### config.mk
export PLATFORM = sky130hd
export DESIGN_NAME = carfield_mailbox_resp
export DESIGN_NICKNAME = d
export VERILOG_FILES = /design/src/rtl/carfield_pkg.sv /design/src/rtl/carfield_mailbox_unit.sv /design/src/rtl/carfield_mailbox_resp.sv
export SDC_FILE = /design/constraint.sdc
export NUM_CORES = 2
export LEC_CHECK = 0
export ABC_AREA = 1
export BUFFER_PORTS_ARGS = -buffer_cell sky130_fd_sc_hd__buf_2
export CAP_MARGIN = 20
export CORE_UTILIZATION = 30
export DETAILED_ROUTE_END_ITERATION = 8
export PLACE_DENSITY = 0.55
export SLEW_MARGIN = 30
export SYNTH_ARGS = -nofsm -noshare
export SYNTH_HDL_FRONTEND = slang
export SYNTH_SLANG_ARGS = --single-unit
### constraint.sdc
create_clock -name clk_i -period 4.9 [get_ports clk_i]
set_input_delay 1.225 -clock clk_i [delete_from_list [all_inputs] [get_ports clk_i]]
set_output_delay 1.225 -clock clk_i [all_outputs]
set_load 0.02 [all_outputs]
### src/rtl/carfield_pkg.sv
// Shared constants and register map for the Carfield inter-domain mailbox window.
package carfield_pkg;

    localparam int unsigned MailboxStride = 'h40;
    localparam int unsigned MailboxNumMax = 64;

    typedef enum logic [3:0] {
        SndStat = 4'd0,
        SndSet  = 4'd1,
        SndClr  = 4'd2,
        SndEn   = 4'd3,
        RcvStat = 4'd4,
        RcvSet  = 4'd5,
        RcvClr  = 4'd6,
        RcvEn   = 4'd7,
        Letter0 = 4'd8,
        Letter1 = 4'd9
    } mbox_reg_e;

endpackage

### src/rtl/carfield_mailbox_unit.sv
// One mailbox: sender/receiver doorbell status and enables, two letters, and its IRQs.
module carfield_mailbox_unit
    import carfield_pkg::*;
(
    input  logic        i_clk,
    input  logic        i_rst,
    input  logic        i_we,
    input  mbox_reg_e   i_reg,
    input  logic [31:0] i_wdata,
    input  logic [3:0]  i_wstrb,
    output logic [31:0] o_rdata,
    output logic        o_sndIrq,
    output logic        o_rcvIrq
);

    logic        r_sndStat;
    logic        r_sndEn;
    logic        r_rcvStat;
    logic        r_rcvEn;
    logic [31:0] r_letter0;
    logic [31:0] r_letter1;
    logic [31:0] w_rdata;

    always_ff @(posedge i_clk) begin
        if (i_rst) begin
            r_sndStat <= 1'b0;
            r_sndEn   <= 1'b0;
            r_rcvStat <= 1'b0;
            r_rcvEn   <= 1'b0;
            r_letter0 <= '0;
            r_letter1 <= '0;
        end else if (i_we) begin
            case (i_reg)
                SndSet:  if (i_wstrb[0] && i_wdata[0]) r_sndStat <= 1'b1;
                SndClr:  if (i_wstrb[0] && i_wdata[0]) r_sndStat <= 1'b0;
                SndEn:   if (i_wstrb[0]) r_sndEn <= i_wdata[0];
                RcvSet:  if (i_wstrb[0] && i_wdata[0]) r_rcvStat <= 1'b1;
                RcvClr:  if (i_wstrb[0] && i_wdata[0]) r_rcvStat <= 1'b0;
                RcvEn:   if (i_wstrb[0]) r_rcvEn <= i_wdata[0];
                Letter0: begin
                    for (int b = 0; b < 4; b++) begin
                        if (i_wstrb[b]) r_letter0[8*b +: 8] <= i_wdata[8*b +: 8];
                    end
                end
                Letter1: begin
                    for (int b = 0; b < 4; b++) begin
                        if (i_wstrb[b]) r_letter1[8*b +: 8] <= i_wdata[8*b +: 8];
                    end
                end
                default: ;
            endcase
        end
    end

    // SET/CLR are write-only strobes and read back as zero.
    always_comb begin
        w_rdata = '0;
        case (i_reg)
            SndStat: w_rdata[0] = r_sndStat;
            SndEn:   w_rdata[0] = r_sndEn;
            RcvStat: w_rdata[0] = r_rcvStat;
            RcvEn:   w_rdata[0] = r_rcvEn;
            Letter0: w_rdata    = r_letter0;
            Letter1: w_rdata    = r_letter1;
            default: w_rdata    = '0;
        endcase
    end

    assign o_rdata  = w_rdata;
    assign o_sndIrq = r_sndStat & r_sndEn;
    assign o_rcvIrq = r_rcvStat & r_rcvEn;

endmodule

### src/rtl/carfield_mailbox_resp.sv
// Register-bus responder for the mailbox window: address decode, error checks,
// one-deep response register, and the array of mailbox units.
module carfield_mailbox_resp
    import carfield_pkg::*;
#(
    parameter int unsigned          NumMailboxes = 25,
    parameter int unsigned          AddrWidth    = 32,
    parameter logic [AddrWidth-1:0] BaseAddr     = 'h4000_0000,
    parameter int unsigned          DataWidth    = 32
) (
    input  logic                    clk_i,
    input  logic                    rst_i,
    input  logic                    req_valid_i,
    output logic                    req_ready_o,
    input  logic [AddrWidth-1:0]    req_addr_i,
    input  logic                    req_write_i,
    input  logic [DataWidth-1:0]    req_wdata_i,
    input  logic [3:0]              req_wstrb_i,
    output logic                    rsp_valid_o,
    input  logic                    rsp_ready_i,
    output logic [DataWidth-1:0]    rsp_rdata_o,
    output logic                    rsp_error_o,
    output logic [NumMailboxes-1:0] snd_irq_o,
    output logic [NumMailboxes-1:0] rcv_irq_o
);

    localparam int unsigned        IdxWidth   = $clog2(MailboxNumMax);
    localparam int unsigned        StrideBits = $clog2(MailboxStride);
    localparam logic [IdxWidth:0]  MboxCount  = (IdxWidth+1)'(NumMailboxes);

    logic [11:2]          w_offWord;
    logic [IdxWidth-1:0]  w_idx;
    mbox_reg_e            w_reg;
    logic                 w_err;
    logic                 w_accept;
    logic                 w_wrEn;
    logic [31:0]          w_unitRdata [NumMailboxes];
    logic [31:0]          w_selRdata;

    logic                 r_rspValid;
    logic [DataWidth-1:0] r_rspRdata;
    logic                 r_rspError;

    assign w_offWord = 10'((req_addr_i - BaseAddr) >> 2);
    assign w_idx     = w_offWord[11:StrideBits];
    assign w_reg     = mbox_reg_e'(w_offWord[StrideBits-1:2]);

    always_comb begin
        w_err = 1'b0;
        if (req_addr_i < BaseAddr)                          w_err = 1'b1;
        if ({1'b0, w_idx} >= MboxCount)                     w_err = 1'b1;
        if (req_addr_i[1:0] != 2'b00)                       w_err = 1'b1;
        if (w_reg > Letter1)                                w_err = 1'b1;
        if (req_write_i && (w_reg == SndStat || w_reg == RcvStat)) w_err = 1'b1;
    end

    // A new request may enter whenever the response slot is empty or being drained.
    assign req_ready_o = !r_rspValid || rsp_ready_i;
    assign w_accept    = req_valid_i && req_ready_o;
    assign w_wrEn      = w_accept && req_write_i && !w_err;

    always_comb begin
        w_selRdata = '0;
        for (int i = 0; i < int'(NumMailboxes); i++) begin
            if (w_idx == IdxWidth'(i)) w_selRdata = w_unitRdata[i];
        end
    end

    always_ff @(posedge clk_i) begin
        if (rst_i) begin
            r_rspValid <= 1'b0;
            r_rspRdata <= '0;
            r_rspError <= 1'b0;
        end else if (w_accept) begin
            r_rspValid <= 1'b1;
            r_rspRdata <= (req_write_i || w_err) ? '0 : w_selRdata;
            r_rspError <= w_err;
        end else if (rsp_ready_i) begin
            r_rspValid <= 1'b0;
        end
    end

    assign rsp_valid_o = r_rspValid;
    assign rsp_rdata_o = r_rspRdata;
    assign rsp_error_o = r_rspError;

    for (genvar g = 0; g < int'(NumMailboxes); g++) begin : g_mbox
        carfield_mailbox_unit u_unit (
            .i_clk    (clk_i),
            .i_rst    (rst_i),
            .i_we     (w_wrEn && (w_idx == IdxWidth'(g))),
            .i_reg    (w_reg),
            .i_wdata  (req_wdata_i),
            .i_wstrb  (req_wstrb_i),
            .o_rdata  (w_unitRdata[g]),
            .o_sndIrq (snd_irq_o[g]),
            .o_rcvIrq (rcv_irq_o[g])
        );
    end

endmodule

==> results.md <==
* Num Clock Sinks at approximately 1700
* Via count of the first global-routing pass at 69000
* Synthesized instance count at around 11000
* Worst path arrival time at just over 5 ns
* Req. time, crit path at ~5.6 ns
* Worst skew pair latency at 0.83 ns
* # Post-CTS Setup Buffers at 0
* Internal power at approximately 23000 uW
* Core area at around 250000 sq um
* CTS H-tree depth at 4
* Detailed-placement wirelength estimate at ~180000 um
* Initial antenna violation count at 21
* # setup viols final at 0
* CTS root buffer: clkbuf_16
* Max-slew headroom at 0.3304
* Seq/Total Area, Yosys at 0.4560
* Power density over the cells at roughly 340 nW/um^2
* CP Max Fanout at 29
* Site Rows at roughly 180
* Routed Antenna Nets at 0
* EDFF count, synth at 0
* Routed vias/inst at ~5.2
* Sw Ratio at 0.2375
* Synth area leaders: dfxtp_1 46%, o21ai_0 12%, a21oi_1 9.0%
* Post-synthesis register bit count at ~1700
* Psw at 7107 uW
* Final slew viol count at 0
* Global Route Usage Sum at 0.2079
* Largest net degree at the start of global routing at roughly 190
* Max clock buf depth at 3
* DR vias at ~74000
* CP startpoint kind: input pin
* Global-route wire length before repair at approximately 420000 um
* Tmin final at approximately 4.5 ns
* Area grow syn2layout at 17.00%
* Unique masters post-synth at 43
* Async SR Flop Fraction at 0
* DRC viols at 0
* Max IR drop VDD at 356.7 uV
* Clock Skew at 0.03372 ns
* Hold WC Path Type: register to register
* Max_cap viols at 0
* Hold_buf cts at 0
* CP Capture Type: register
* Layout cells sized above 1 at 0.1072
* Main synth FF type: dfxtp_1
* TritonCTS clock tree: yes
* Number of buffers created by CTS at between 150 and 200
* Total length of routed wires at between 200000 and 300000 um
* # IOs at between 150 and 200
* Reg clk slew, reported paths at 0.06 ns
* Leak at about 0.033 uW
* Flop pwr share at 0.471
* Final hold vios at 0
* Area leader, netlist: dfxtp_1
* Nets at between 10000 and 15000
* Die Width at just over 500 um
* Setup TNS at 0 ns
* Share of the synthesized area in the top cell type at 0.4560
* Comb pwr share at 0.045
* Starting Density at 0.3023
* Post-Syn Area at 76130 sq um
* Worst slew pin tran at 1.004 ns
* Avg Cell Area, Syn at just over 7 sq um
* RD Place Congestion at between 0.8 and 0.9
* Overflow after GRT at 0
* Die area at approximately 260000 sq um
* Placed inst area at approximately 83000 sq um
* DRT iter0 DRCs at about 7400
* FMAX at ~220 MHz
* RSZ-0062 raised after global routing: false
* Port bufs at 139
* Kind of critical path: input pin to register
* Design Area, Final at just under 90000 sq um
* Post-CTS sizing at 0
* Status: finished clean
* Crit share post-route at 0.9103
* Synthesis warning total at 0
* Clock share of power at 0.483
* Routed length per instance at slightly below 20 um
* Die H at between 500 and 600 um
* Synthesized Nets at approximately 11000
* TritonRoute pass-1 iters at 6
[area by class of cell]
type	instances	area [sq um]
fillers	26240	162800
flip-flops and latches	1734	34710
multi-input cells	6558	32400
repair buffers	736	6300
clock buffers	296	5612
inverters	1384	5210
well taps	3348	4189
clock inverters	42	624.3
diodes	9	22.52
[synth_stat cells (30+ instances only)]
cell	count
a21oi_1	1366
nand3_1	107
nand4_1	108
o21ai_0	1884
clkbuf_1	527
a22o_1	156
nand2_1	773
buf_4	75
dfxtp_1	1734
o21ai_1	30
o22ai_1	468
buf_2	247
inv_1	1300
a221oi_1	72
a311oi_1	49
nor2_1	1425
inv_2	68
[logic make-up (layout without fill, tap and decap cells)]
logic type,count (synthesis),after routing,share of synthesized area
and+or+nand+nor,2446,2446,0.1276
other,0,9,0
DFF,1734,1734,0.4560
buffers and inverters,2267,2458,0.1200
AOI/OAI and AO/OA,4112,4112,0.2964
[per-layer routing]
layer / share of wire / track usage
met5: 0.00025 / 0
met4: 0.037 / 0.07980
met3: 0.075 / 0.03561
met2: 0.45 / 0.3289
met1: 0.44 / 0.2811
[cells in the final DEF, fill, tap and decap left out, types with 9 or more instances in the layout]
cell type | Yosys | final
a311oi_1 | 49 | 49
buf_12 | 0 | 88
dfxtp_1 | 1734 | 1734
clkbuf_8 | 0 | 48
bufinv_16 | 0 | 11
a22o_1 | 156 | 156
clkbuf_1 | 527 | 59
nand4_1 | 108 | 108
o21ai_0 | 1884 | 1884
inv_2 | 68 | 68
nand3_1 | 107 | 106
o22ai_1 | 468 | 468
diode_2 | 0 | 9
clkinv_1 | 16 | 16
buf_2 | 247 | 132
nor2_1 | 1425 | 1406
nor2_4 | 6 | 15
buf_4 | 75 | 515
a221oi_1 | 72 | 72
inv_1 | 1300 | 1298
nand2_1 | 773 | 773
clkinv_2 | 0 | 17
clkbuf_16 | 0 | 189
o21ai_1 | 30 | 30
nor2_2 | 18 | 28
a21oi_1 | 1366 | 1366
a221o_1 | 29 | 29
a31o_2 | 12 | 12
[worst max-delay path: stages]
cell and delay (ns):
buf_2 0.13, inv_2 0.07, nor2_4 0.06, nand3_4 0.07, buf_12 0.19, buf_4 0.33
buf_12 0.21, buf_4 0.21, buf_4 0.20, o22ai_1 0.07, o21ai_0 0.26, nand2_1 0.08
o21ai_0 0.11, nand4_1 0.18, o21ai_0 0.18, nand3_1 0.16, o21ai_0 0.14, nand4_1 0.17
o21ai_0 0.15, nand3_1 0.17, a21oi_1 0.18, a21o_1 0.17, nand4_1 0.17, nand2_1 0.12
a21oi_1 0.06
[flip-flops by register name (all words and copies together) (netlist names)]
| name | flops |
|---|---|
| rsp_valid_o | 1 |
| rsp_rdata_o | 32 |
| rsp_error_o | 1 |
| g_mbox.u_unit.r_sndEn | 25 |
| g_mbox.u_unit.r_letter0 | 800 |
| g_mbox.u_unit.r_rcvStat | 25 |
| g_mbox.u_unit.r_rcvEn | 25 |
| g_mbox.u_unit.r_sndStat | 25 |
| g_mbox.u_unit.r_letter1 | 800 |
[power by group through the flow]
stage | clock network, uW | registers [uW] | logic [uW]
6_report | 14500 | 14100 | 1360
5_1_grt | 15200 | 14100 | 1440
4_1_cts | 14700 | 14100 | 1340
3_5_place_dp | 0 | 14400 | 1340
3_3_place_gp | 0 | 14400 | 1320
2_1_floorplan | 0 | 14400 | 748
[final timing paths]
| path | start | end | slack, ns | depth (start not counted) |
|---|---|---|---|---|
| max reg2reg | g_mbox[0].u_unit.r_letter0[14] | rsp_rdata_o[14] | 1.42 | 24 |
| min | g_mbox[1].u_unit.r_letter0[17] | g_mbox[1].u_unit.r_letter0[17] | 0.44 | 2 |
| min reg2reg | g_mbox[1].u_unit.r_letter0[17] | g_mbox[1].u_unit.r_letter0[17] | 0.44 | 2 |
| max | req_addr_i[5] | rsp_rdata_o[17] | 0.44 | 25 |
[per-stage QoR]
stage	cells	setup WS (ns)	power (uW)	hold slack, ns	util
2_1_floorplan	10560	1.339	15160	0.4235	-
3_3_place_gp	13760	-0.4104	15730	0.4330	0.3288
3_5_place_dp	13760	-0.4005	15750	0.4391	0.3288
4_1_cts	14100	0.4782	30130	0.4480	0.3536
5_1_grt	14100	0.2260	30780	0.4598	0.3536
6_report	14110	0.4396	29920	0.4430	0.3537
Note: power is estimated with default switching activity, not from simulation.
